File: config.mk
export PLATFORM = sky130hd
export DESIGN_NAME = t_toggle_decoder
export DESIGN_NICKNAME = d
export VERILOG_FILES = /design/src/rtl/t_toggle_pkg.sv /design/src/rtl/t_sync_chain.sv /design/src/rtl/t_toggle_decoder.sv
export SDC_FILE = /design/constraint.sdc
export NUM_CORES = 1
export LEC_CHECK = 0
export CAP_MARGIN = 40
export CORE_ASPECT_RATIO = 0.5
export CORE_MARGIN = 5
export CORE_UTILIZATION = 42
export DETAILED_ROUTE_END_ITERATION = 12
export PLACE_DENSITY = 0.73
export SYNTH_ARGS = -nofsm -noshare
export SYNTH_HDL_FRONTEND = slang
export SYNTH_HIERARCHICAL = 1
export SYNTH_SLANG_ARGS = --single-unit
File: constraint.sdc
create_clock -name clk -period 2.6 [get_ports clk]
set_clock_uncertainty 0.1 [all_clocks]
set_input_delay 0.52 -clock clk [delete_from_list [all_inputs] [get_ports clk]]
set_output_delay 0.52 -clock clk [all_outputs]
set_load 0.02 [all_outputs]
File: src/rtl/t_toggle_pkg.sv
// Shared constants and queue-state encoding for toggle-encoded event decoders.
// No logic; latency and backpressure are properties of the modules that import it.
// Queue states mirror pend_cnt occupancy and are kept for debug visibility.
package t_toggle_pkg;

    localparam int SYNC_STAGES_DEF = 2;
    localparam int PEND_W_DEF      = 4;
    localparam int CNT_W_DEF       = 8;

    typedef enum logic [1:0] {
        Q_EMPTY = 2'd0,
        Q_HOLD  = 2'd1,
        Q_FULL  = 2'd2
    } q_state_t;

    function automatic q_state_t q_state_of(input logic is_zero, input logic is_max);
        if (is_zero)
            return Q_EMPTY;
        else if (is_max)
            return Q_FULL;
        else
            return Q_HOLD;
    endfunction

endpackage

File: src/rtl/t_sync_chain.sv
// N-flop synchronizer bringing an asynchronous level into the clk domain.
// Latency: N clk cycles from the first-stage capture to q.
// No backpressure; the input is sampled every cycle.
module t_sync_chain
    import t_toggle_pkg::*;
#(
    parameter int N = SYNC_STAGES_DEF
) (
    input  logic clk,
    input  logic rst,
    input  logic d,
    output logic q
);

    logic [N-1:0] ff;

    always_ff @(posedge clk) begin
        if (rst)
            ff <= '0;
        else
            ff <= {ff[N-2:0], d};
    end

    assign q = ff[N-1];

endmodule

File: src/rtl/t_toggle_decoder.sv
// Decodes a toggle-encoded event line into pulses, a pending-event queue and a total count.
// Latency: SYNC_STAGES+1 clk cycles from first-stage capture of t_in to evt_pulse.
// Backpressure: events queue up to 2**PEND_W-1; further events are dropped and flag overflow.
module t_toggle_decoder
    import t_toggle_pkg::*;
#(
    parameter int SYNC_STAGES = SYNC_STAGES_DEF,
    parameter int PEND_W      = PEND_W_DEF,
    parameter int CNT_W       = CNT_W_DEF
) (
    input  logic              clk,
    input  logic              rst,
    input  logic              t_in,
    input  logic              en,
    input  logic              clr_ovf,
    input  logic              evt_ready,
    output logic              evt_pulse,
    output logic              evt_valid,
    output logic [PEND_W-1:0] pend_cnt,
    output logic [CNT_W-1:0]  evt_total,
    output logic              overflow,
    output logic              level
);

    localparam logic [2:0]        ARM_DONE = 3'(SYNC_STAGES + 1);
    localparam logic [PEND_W-1:0] PEND_MAX = '1;

    logic              level_s;
    logic              prev;
    logic [2:0]        arm_cnt;
    logic              armed;
    logic              hit;
    logic              push;
    logic              pop;
    q_state_t          q_state;
    q_state_t          q_state_nxt;
    logic [PEND_W-1:0] pend_nxt;
    logic              ovf_nxt;

    t_sync_chain #(.N(SYNC_STAGES)) u_sync (
        .clk (clk),
        .rst (rst),
        .d   (t_in),
        .q   (level_s)
    );

    assign level = level_s;

    // Arming hides the reset-release transition of a line that was already high.
    assign armed = (arm_cnt == ARM_DONE);
    assign hit   = (level_s ^ prev) & en & armed;
    assign push  = hit;
    assign pop   = evt_valid & evt_ready;

    always_ff @(posedge clk) begin
        if (rst) begin
            prev      <= 1'b0;
            arm_cnt   <= '0;
            evt_pulse <= 1'b0;
            evt_total <= '0;
        end else begin
            prev      <= level_s;
            if (!armed)
                arm_cnt <= arm_cnt + 3'd1;
            evt_pulse <= hit;
            if (hit)
                evt_total <= evt_total + CNT_W'(1);
        end
    end

    always_comb begin
        pend_nxt = pend_cnt;
        ovf_nxt  = clr_ovf ? 1'b0 : overflow;
        case (q_state)
            Q_EMPTY: begin
                if (push)
                    pend_nxt = pend_cnt + PEND_W'(1);
            end
            Q_HOLD: begin
                if (push && !pop)
                    pend_nxt = pend_cnt + PEND_W'(1);
                else if (pop && !push)
                    pend_nxt = pend_cnt - PEND_W'(1);
            end
            Q_FULL: begin
                if (pop && !push)
                    pend_nxt = pend_cnt - PEND_W'(1);
                else if (push && !pop)
                    ovf_nxt = 1'b1;
            end
            default: pend_nxt = pend_cnt;
        endcase
        q_state_nxt = q_state_of(pend_nxt == '0, pend_nxt == PEND_MAX);
    end

    always_ff @(posedge clk) begin
        if (rst) begin
            q_state   <= Q_EMPTY;
            pend_cnt  <= '0;
            evt_valid <= 1'b0;
            overflow  <= 1'b0;
        end else begin
            q_state   <= q_state_nxt;
            pend_cnt  <= pend_nxt;
            evt_valid <= (pend_nxt != '0);
            overflow  <= ovf_nxt;
        end
    end

endmodule

Word level (Yosys, flattened, before mapping)
Index checks and enable logic that the tools add are counted.
Operators by class
  add/subtract/negate cells: 4
  equality and inequality tests: 4
  mux-type cells: 9
  bitwise operators: 4
  reductions and logical operators: 8
Operators by type and width (count)
  2-to-1 mux 4 bit: 3
  case mux 4 bit (3 select lines): 1
  adder 8 x 1 -> 8 bit (second input constant): 1
  adder 4 x 1 -> 4 bit (second input constant): 1
  == test 4 bit (second input constant): 1
  logical NOT 4 bit: 1
  2-to-1 mux 1 bit: 4
  nonzero test 4 bit: 1
  subtractor 4 x 1 -> 4 bit (second input constant): 1
  adder 3 x 1 -> 3 bit (second input constant): 1
  bitwise AND 1 bit: 3
  == test 3 x 2 -> 1 bit (second input constant): 1
  == test 2 x 1 -> 1 bit (second input constant): 1
  == test 2 bit (second input constant): 1
  logical AND 1 bit: 2
  logical NOT 1 bit: 2
  logical NOT 2 bit: 1
  2-to-1 mux 2 bit: 1
  OR reduction 2 bit: 1
  bitwise XOR 1 bit: 1
Storage, ports and cells
  register bits: 23
  input bits: 6
  output and inout bits: 16
  word-level logic and storage cells: 38

Depth between registers and ports, before layout
  depth after elaboration: 10
  depth in mapped cells: 8
  depth with buffers taken out: 8

By module
The synthesis kept the hierarchy.
By module, submodules not included
  t_toggle_decoder: instances 1, cells each 140, area an instance 1192.4 µm²
  t_sync_chain: instances 1, cells each 4, area an instance 52.6 µm²

Worst setup path before layout
OpenSTA, ideal clock, no wires.
  path type: reg2reg
  from: reg arm_cnt[0]
  to: reg q_state[0]
  arrival time: 2.077 ns
  data required time: 2.358 ns
  path slack: 0.281 ns
  stages on the path, launching flop included: 9
  period minus slack after synthesis: 2.319 ns
  path through: dfxtp_1 > ha_1 > ha_1 > and2_1 > nand2_4 > and3_4 > or4_4 > a211oi_2 > a221oi_2
On the way
  cells in the longest elaborated chain, start to end: 9
  elaborated cells on any way between the ends: 13
  those cells by class: 2 x eq/ne; 5 x mux; 1 x bitwise; 5 x reduce/logical
Ends and longest elaborated chain
  start: declaration: RTL line t_toggle_decoder.sv:30  | logic [2:0] arm_cnt;
  start signal: assignment: RTL line t_toggle_decoder.sv:64  | arm_cnt <= arm_cnt + 3'd1;
  == test 3 x 2 -> 1 bit *: RTL line t_toggle_decoder.sv:50  | assign armed = (arm_cnt == ARM_DONE);
  bitwise AND 1 bit *: RTL line t_toggle_decoder.sv:51  | assign hit = (level_s ^ prev) & en & armed;
  logical NOT 1 bit: RTL line t_toggle_decoder.sv:82, t_toggle_decoder.sv:86
  logical AND 1 bit: RTL line t_toggle_decoder.sv:82, t_toggle_decoder.sv:86
  2-to-1 mux 4 bit: RTL line t_toggle_decoder.sv:82, t_toggle_decoder.sv:86
  2-to-1 mux 4 bit: RTL line t_toggle_decoder.sv:80  | if (push && !pop)
  case mux 4 bit (3 select lines) *: RTL line t_toggle_decoder.sv:74  | case (q_state)
  == test 4 bit / logical NOT 4 bit (equally long branches): RTL line t_toggle_decoder.sv:93  | q_state_nxt = q_state_of(pend_nxt == '0, pend_nxt == PEND_MAX);
  2-to-1 mux 2 bit / OR reduction 2 bit (equally long branches)
  end signal: assignment: RTL line t_toggle_decoder.sv:103  | q_state <= q_state_nxt;
  end: declaration: RTL line t_toggle_decoder.sv:35  | q_state_t q_state;
Mark *: on every way between the ends. The rest lies on a longest branch, timed or not.
A chain may end at the register's enable or synchronous reset.

Final worst setup path
  from: reg arm_cnt[0]
  to: reg q_state[1]
The elaborated chain is that of the path after synthesis.

==> summary.md <==
| Metric | Value |
|---|---|
| Final-layout fill cell count | `241` |
| Vias post-DR | `1103` |
| WP data arrival | `2540 ps` |
| Clock slew at reported path FFs | `70 ps` |
| Pwr dens | `579 nW/um^2` |
| DIE WIDTH | `87.0 um` |
| Top-count cell post-synth | `dfxtp_1` |
| FP Rows | `13` |
| Core Footprint | `2720 um^2` |
| Post-CTS setup buffer count | `0` |
| 1st-iter DRT viols | `53` |
| Post-synth top flop | `dfxtp_1` |
| Netlist cell types | `45` |
| DRT Pass-1 Iters | `4` |
| Total GRT Usage | `0.134` |
| Register area share after synthesis | `0.370` |
| Vias in the first global route | `991` |
| Tmin final | `2480 ps` |
| Fin cells | `210` |
| CTS root buffer | `clkbuf_8` |
| Worst endpoint required time | `2670 ps` |
| Synth Register Bits | `23` |
| Status | `finished, final reports clean` |
| Startpoint Class | `flip-flop` |
| Mapped Avg Cell Area | `8.65 um^2` |
| Overall Power | `0.926 mW` |
| Initial antenna violation count | `0` |
| Crit Path Class | `flip-flop to flip-flop` |
| Slew margin rel. | `0.499` |
| Nets | `185` |
| Max-cap violations | `0` |
| Routed len/inst | `12.9 um` |
| Mapped Cells | `144` |
| GR Overflow Total | `0` |
| Worst hold slack | `347 ps` |
| Final setup violating endpoints | `0` |
| Number of flops mapped to enable cells by yosys | `0` |
| HP Class | `flip-flop to flip-flop` |
| Die ar. | `4220 um^2` |
| Final hold vios | `0` |
| Leading post-synthesis cells by cell area | `dfxtp_1, nor2_1, ha_1, xor2_1, xnor2_1` |
| FMAX | `404 MHz` |
| Clock Latency Late Sink | `260 ps` |
| Commonest cells post-synth | `dfxtp_1, nor2_1, nand2_1` |
| Setup tns final | `0 ps` |
| Initial Util | `0.458` |
| TritonCTS Buffers | `3` |
| Fin crit share | `0.953` |
| Clock Sink Count | `23` |
| IO Port Bufs | `21` |
| Layout cells sized above 1 | `0.145` |
| Vias/cell | `5.25` |
| IO Pins | `22` |
| Worst Tran Pin Value | `750 ps` |
| Syn Std Cell Area | `1240 um^2` |
| ANT nets after route | `0` |
| RSZ-0062 raised after global routing | `false` |
| Yosys Warn Count | `6` |
| DIE HEIGHT | `48.5 um` |
| Global-route wire length before repair | `4580 um` |
| Bufs on Longest Clock Path | `2` |
| Synth async-reset ratio | `0` |
| Drt total wl | `2700 um` |
| Fin. max-slew vios | `0` |
| Leak | `0.596 nW` |
| CTS tree | `done` |
| Routability cong. | `0.901` |
| Syn Nets | `155` |
| Synth top area share | `0.370` |
| Placed Cells | `206` |
| Worst vdd ir | `327 uV` |
| Layout area overhead | `28.3%` |
| Crit end category | `flip-flop` |
| Hpwl dp | `2100 um` |
| Area leader, netlist | `dfxtp_1` |
| CP Max Fanout | `6` |
| ANT cells | `0` |
| Largest net degree at the start of global routing | `24` |
| H-tree depth | `1` |
| DR DRC count | `0` |
==> stage by stage <==
step                setup slack [ps]  utilization  instance area (um^2)
floorplan                        281            -                  1240
global placement               -58.1        0.571                  1550
detailed placement             -62.0        0.571                  1550
CTS                             31.7        0.587                  1600
global route                    3.72        0.588                  1600
finish                           122        0.588                  1600
==> worst paths after layout <==
path | start | to | slack [ps] | cells past startpoint
hold / removal | u_sync/ff[0] | u_sync/ff[1] | 350 | 1
setup reg to reg | arm_cnt[0] | q_state[1] | 120 | 9
setup / recovery | arm_cnt[0] | q_state[1] | 120 | 9
hold reg to reg | u_sync/ff[0] | u_sync/ff[1] | 350 | 1
==> sequential cells by signal, indices dropped and copies added, names as in the netlist <==
signal / count
arm_cnt: 3
evt_pulse: 1
evt_total: 8
evt_valid: 1
overflow: 1
pend_cnt: 4
prev: 1
q_state: 2
u_sync/ff: 2
==> final cells by class <==
cell class / instances / area, um^2 / share of cell area
multi-input combinational: 111 / 749 / 0.469
sequential: 23 / 460 / 0.288
timing repair buffer: 30 / 278 / 0.174
tap: 37 / 46.3 / 0.0290
clock buffer: 4 / 45.0 / 0.0282
inverter: 5 / 18.8 / 0.0117
==> critical path, stage by stage, from the launching register on <==
cell and delay [ps]:
dfxtp_1 350, ha_1 150, ha_2 260, nand2_1 110, buf_4 160, or4_1 490
nand4_1 180, xnor2_1 140, nor3_2 220, nor3b_1 220
==> layer usage <==
layer | global-route usage | vias to the layer above | wire, um
li1 | - | 571 | -
met1 | 0.175 | 491 | 1280
met2 | 0.224 | 37 | 1230
met3 | 0.0270 | 4 | 171
met4 | 0.0311 | 0 | 23
met5 | 0 | - | 0
==> where the power goes <==
group          switching, mW  internal [mW]  total [mW]
registers             0.0366          0.379       0.416
logic                  0.159          0.140       0.298
clock network          0.102          0.109       0.212
total                  0.298          0.628       0.926
==> cells by family (layout without fill, tap and decap cells) <==
family	after synthesis	count (layout)	synth area share
xor gates and xnor gates	12	12	0.0905
AOI/OAI and AO/OA	24	24	0.143
muxes	1	1	0.00804
and+or+nand+nor	69	69	0.309
buffers and inverters	10	39	0.0302
DFF	23	23	0.370
adders and majority gates	5	5	0.0503
==> cell usage in the layout (no fill, tap or decap), types with 2 or more instances in the layout <==
cell type        count
ha_1                 4
and3_1               2
or2_2                2
a31oi_1              2
and4b_1              2
nor2b_1              5
inv_1                5
clkdlybuf4s50_1     21
xor2_1               6
o21ai_0              4
a21oi_1              3
xnor2_1              5
buf_4                9
clkbuf_8             3
o211ai_1             4
nand4_1              4
nor2_1              22
nor3_1               3
nand3_1              6
nand2_1              9
dfxtp_1             23
and2_1               2
==> timing repair <==
action,4_1_cts,5_1_grt
hold buffers,0,0
resized for setup,0,1
setup endpoints to repair,0,2
No activity file was read; power rests on OpenSTA's default activity.
==> RTL edit 1 (same flow settings) <==
Set the package constant `CNT_W_DEF` to 9 (it was 8).
--- a/src/rtl/t_toggle_pkg.sv
+++ b/src/rtl/t_toggle_pkg.sv
@@ -5,7 +5,7 @@
 
     localparam int SYNC_STAGES_DEF = 2;
     localparam int PEND_W_DEF      = 4;
-    localparam int CNT_W_DEF       = 8;
+    localparam int CNT_W_DEF       = 9;
 
     typedef enum logic [1:0] {
         Q_EMPTY = 2'd0,
Ports: changed (resized evt_total); port bits go from 22 to 23. The function was not compared with the original's and may differ.
==> RTL edit 1 against the unedited design <==
Setup slack better by 43 ps. Sequential cell count rose by 1. Wire length fell by 3.3%. Highest routed layer unchanged. Design area down 1.6%. Synthesized area fell by 3.9%. Sequential share of layout area increased by 1.8 points. Critical path type unchanged.
Power is not compared: it rests on default switching activity, and its combinational part moved more than twofold at a synthesized area within 25%.
==> RTL edit 1: results (changes against the unedited design) <==
* Run status: completed
* Fraction of layout cells with a size suffix above 1 at 15.2% (+0.79 points)
* DP Area at 1490 sq um (-3.9%)
* Largest net degree at the start of global routing at 18 (-25%)
* Initial antenna violation count at 0 (unchanged)
* Count of TritonRoute iterations in the first routing pass at 4 (unchanged)
* Post-CTS Setup Repair Bufs at 0 (unchanged)
* YS warnings at 6 (unchanged)
* CTS Buffer Depth at 2 (unchanged)
* Cts bufs inserted at 3 (unchanged)
* Compound-cell area share of the yosys netlist at 17.4% (+3.1 points)
* Final HPWL from detailed placement at 1900 microns (-9.4%)
* Data arrival time of the worst path at 2510 ps (-30 ps)
* First-pass GRT wire length at 4330 microns (-5.4%)
* GRT Resource Usage Total at 14.0% (+0.61 points)
* Post-CTS Resized at 0 (unchanged)
* H-Tree Depth at 1 (unchanged)
* Maximum fanout along the worst path at 6 (unchanged)
* Worst Tran Pin Value at 520 ps (-230 ps)
* Gp weighted congestion at 0.804 (-11%)
* HP Class: reg -> reg
* Top Registers: evt_total: 9 flops, pend_cnt: 4 flops, arm_cnt: 3 flops
* XOR/XNOR share of the synthesized area at 9.41% (+0.37 points)
* VDD IR max at 0.177 mV
* Non-filler cells, final at 201 (-4.3%)
* DRT iter0 DRCs at 47 (-11%)
* Synth cell count leaders: dfxtp_1, nor2_1, nand2_1, xor2_1, a21oi_1
* Nets at 176 (-4.9%)
* Post-synthesis mux area share at 0.837% (+0.033 points)
* Average size of a mapped cell at 8.86 sq um (+2.5%)
* Number of global-route vias before repair at 922 (-7.0%)
* Adder-Cell Fraction of Synth Area at 5.23% (+0.20 points)
* Static Leakage at 0.000569 uW
* Internal cell power at 623 uW
* Clock insertion delay at the later pin of the skew report at 270 ps
* Count of cell types in the netlist at 41 (-8.9%)
* Async SR Flop Fraction at 0% (unchanged)
* CTS Root Cell: clkbuf_8
* Final WL at 2610 microns (-3.3%)
* Total number of vias at 1050 (-4.8%)
* Diodes inserted at 0 (unchanged)
* Synth top area cells: dfxtp_1, nor2_1, ha_1
* Number of enable flip-flop cells after synthesis at 0 (unchanged)
* Mapped Nets at 146 (-5.8%)
* Clk pin slew, worst setup/hold paths at 90 ps (+20 ps)
* Buffers added on ports at 22 (+4.8%)
* Register area share after synthesis at 40.2% (+3.2 points)
## RTL edit 1: cell count changes after synthesis, sizes merged, moves of 3 or more
cell,delta
nor2,-3
a21oi,+3
buf,+3
o211ai,-3
a32oi,+3
## RTL edit 1: stage by stage
step | power [uW] | util, % | worst slack (ps) | hold WS (ps)
final | 795 | 59.3 | 165 | 343
after global routing | 828 | 59.3 | -6.70 | 364
after CTS | 802 | 58.9 | 98.7 | 346
after detailed placement | 470 | 56.2 | -64.0 | 324
after global placement | 467 | 56.2 | -35.3 | 317
after floorplan | 445 | - | 272 | 314
## RTL edit 1: area by class of cell
class,instances,area (sq um)
fillers,244,1080
multi-input cells,99,659
flip-flops and latches,24,480
repair buffers,32,295
well taps,37,46.3
clock buffers,3,41.3
clock inverters,1,30.0
inverters,5,18.8
## RTL edit 1: worst max-delay path: stages (launching register included)
cell and delay, ps:
dfxtp_1 360, ha_1 160, ha_2 240, nand2_2 100
or2_1 330, nor2_1 200, xor2_1 210, a221oi_2 100
or3_1 380, o21a_1 170
## RTL edit 1: logic make-up (layout without fill, tap and decap cells)
family / count (synthesis) / after routing
buf+inv: 12 / 41
simple gates: 52 / 52
compound gates: 29 / 29
flops: 24 / 24
xor+xnor: 12 / 12
mux: 1 / 1
fa+ha+maj: 5 / 5
## RTL edit 1: final timing paths
| path | start | to | slack (ps) | cells after the start |
|---|---|---|---|---|
| worst max register to register | arm_cnt[0] | q_state[0] | 170 | 9 |
| worst min register to register | u_sync/ff[0] | u_sync/ff[1] | 340 | 1 |
| worst min-delay path | u_sync/ff[0] | u_sync/ff[1] | 340 | 1 |
| worst max-delay path | arm_cnt[0] | q_state[0] | 170 | 9 |
## RTL edit 1: power groups by stage
stage / sequential [uW] / clock, uW / combinational (uW)
3_3_place_gp: 399 / 0 / 67.6
4_1_cts: 392 / 340 / 70.6
3_5_place_dp: 400 / 0 / 70.3
5_1_grt: 393 / 352 / 82.3
6_report: 392 / 331 / 71.8
2_1_floorplan: 399 / 0 / 45.3
## RTL edit 1: routing by layer
layer / vias to the layer above / GRT usage (%) / share of wire (%)
met1: 498 / 18.0 / 48
met2: 14 / 23.0 / 48
met3: 4 / 3.78 / 2.8
li1: 534 / - / -
met4: 0 / 5.68 / 1.0
met5: - / 0 / 0
==> RTL edit 2 (same settings) <==
Made on the original files. Make the reset (`rst`) asynchronous in 3 clocked blocks. Comments in the files are not updated.
--- a/src/rtl/t_sync_chain.sv
+++ b/src/rtl/t_sync_chain.sv
@@ -14,7 +14,7 @@
 
     logic [N-1:0] ff;
 
-    always_ff @(posedge clk) begin
+    always_ff @(posedge clk or posedge rst) begin
         if (rst)
             ff <= '0;
         else
--- a/src/rtl/t_toggle_decoder.sv
+++ b/src/rtl/t_toggle_decoder.sv
@@ -52,7 +52,7 @@
     assign push  = hit;
     assign pop   = evt_valid & evt_ready;
 
-    always_ff @(posedge clk) begin
+    always_ff @(posedge clk or posedge rst) begin
         if (rst) begin
             prev      <= 1'b0;
             arm_cnt   <= '0;
@@ -93,7 +93,7 @@
         q_state_nxt = q_state_of(pend_nxt == '0, pend_nxt == PEND_MAX);
     end
 
-    always_ff @(posedge clk) begin
+    always_ff @(posedge clk or posedge rst) begin
         if (rst) begin
             q_state   <= Q_EMPTY;
             pend_cnt  <= '0;
Behaviour: differs if rst is asserted again (counterexample within 4 cycles, from zero or initial values and one cycle with rst high); with rst held inactive, the same outputs for 10 cycles.
==> RTL edit 2 against the unedited design <==
Setup slack better by 170 ps. First-iteration DRC count fell by 51%. Design area shrank 6.2%. Synthesized cell count fell by 29%. Sequential cell count unchanged. Wire length is 23% lower. Synthesized area is 3.3% lower. Maximum frequency is 7.4% higher. Highest routed layer unchanged.
Power is not compared: it rests on default switching activity, and its combinational part moved more than twofold at a synthesized area within 25%.
==> RTL edit 2: results (changes against the unedited design) <==
* Run status: completed
* Synth top area cells: dfrtp_1, xnor2_1, ha_1
* Final-layout clock buffer total at 3 (-1)
* First-pass GRT wire length at 3530 microns (-23%)
* Post-CTS Resized at 0 (unchanged)
* Slowest stage delay, CP at 400 ps (-90 ps)
* VDD IR max at 0.662 mV
* Delay-heaviest family, CP: compound AO/OA/AOI/OAI gates
* Fin area at 1500 sq um (-6.2%)
* Fraction of layout cells with a size suffix above 1 at 13.4% (-1.1 points)
* Highest-delay cell along the critical path: dfrtp_1
* Number of global-route vias before repair at 784 (-21%)
* Non-clock inverters at 8 (+3)
* DP Area at 1450 sq um (-6.3%)
* Max-cap violations at 0 (unchanged)
* Clk cell area share at 3.09% (+0.27 points)
* Worst Tran Pin Value at 376 ps (-374 ps)
* Non-clock buffers at 24 (-20%)
* Multi-input gate area at 568 sq um (-24%)
* Count of cell types in the netlist at 37 (-18%)
* Count of TritonRoute iterations in the first routing pass at 4 (unchanged)
* Register area share after synthesis at 47.8% (+11 points)
* Final HPWL from detailed placement at 1590 microns (-24%)
* Min-delay src: u_sync/ff[0]
* FILL cells at 238 (-1.2%)
* Layout non-clock buf frac at 15.5% (-1.9 points)
* Worst reg2reg endpoint: evt_valid
* GRT Resource Usage Total at 11.1% (-2.3 points)
* Buffers added on ports at 21 (unchanged)
* Clk pin slew, worst setup/hold paths at 80 ps
* Nets at 139 (-25%)
* Mapped Nets at 113 (-27%)
* H-Tree Depth at 1 (unchanged)
* Seq/total area at 38.4% (+9.6 points)
* Worst hold margin at 259 ps (-88.0 ps)
* Async SR Flop Fraction at 100% (+100 points)
* Hold Path Cell Cnt at 0 (-1)
* Initial antenna violation count at 0 (unchanged)
* R2R Setup Slk at 290 ps (+170 ps)
* Post-CTS Setup Repair Bufs at 0 (unchanged)
* Synth cell count leaders: dfrtp_1, xnor2_1, inv_1
* Hold Path Sink: u_sync/ff[1]
* Diodes inserted at 0 (unchanged)
* DRT iter0 DRCs at 26 (-51%)
* #MultiIn Comb at 68 (-39%)
* Worst R2R Start: arm_cnt[0]
* Sequential cells at 23 (unchanged)
* Gp weighted congestion at 0.852 (-5.5%)
* Total number of vias at 817 (-26%)
* Data arrival time of the worst path at 2350 ps (-190 ps)
* Largest net degree at the start of global routing at 22 (-8.3%)
* WL/cell at 12.7 microns (-1.3%)
* Core box area at 2670 sq um (-1.8%)
[RTL edit 2: cell count changes after synthesis, moves of 5 or more]
cell / unedited run / this run
xnor2_1: 5 / 10
clkbuf_1: 5 / 0
dfxtp_1: 23 / 0
dfrtp_1: 0 / 23
nor2_1: 22 / 0
[RTL edit 2: logic make-up after synthesis]
logic type	after synthesis	synth area share [%]
muxes	5	4.37
AOI/OAI and AO/OA	13	11.0
and+or+nand+nor	30	14.5
xor gates and xnor gates	15	12.2
DFF	23	47.8
buffers and inverters	11	4.99
adders and majority gates	5	5.20
[RTL edit 2: how the worst max path moves through the flow]
stage / from / end / slack (ps) / cells after the start
2_1_floorplan: arm_cnt[0] / evt_valid / 400 / 9
3_5_place_dp: evt_ready / evt_valid / 170 / 7
5_1_grt: arm_cnt[0] / evt_valid / 130 / 9
4_1_cts: arm_cnt[0] / evt_valid / 280 / 9
3_3_place_gp: evt_ready / evt_valid / 220 / 7
6_report: arm_cnt[0] / evt_valid / 290 / 9
[RTL edit 2: power by group]
group	switching, uW	internal [uW]	leakage [uW]
sequential	127	450	0.000273
combinational	356	361	0.000346
clock	102	107	0.0000255
total	585	918	0.000644
[RTL edit 2: layer usage]
| metal | track usage [%] | vias up | share of wire [%] |
|---|---|---|---|
| li1 | - | 408 | - |
| met1 | 14.2 | 392 | 50 |
| met2 | 19.1 | 15 | 46 |
| met3 | 2.23 | 2 | 2.4 |
| met4 | 4.73 | 0 | 1.3 |
| met5 | 0 | - | 0 |
[RTL edit 2: stage by stage]
step | std cells | setup WS (ps)
detailed placement | 160 | 171
finish | 164 | 293
global placement | 160 | 219
floorplan | 102 | 402
global route | 164 | 127
CTS | 164 | 279
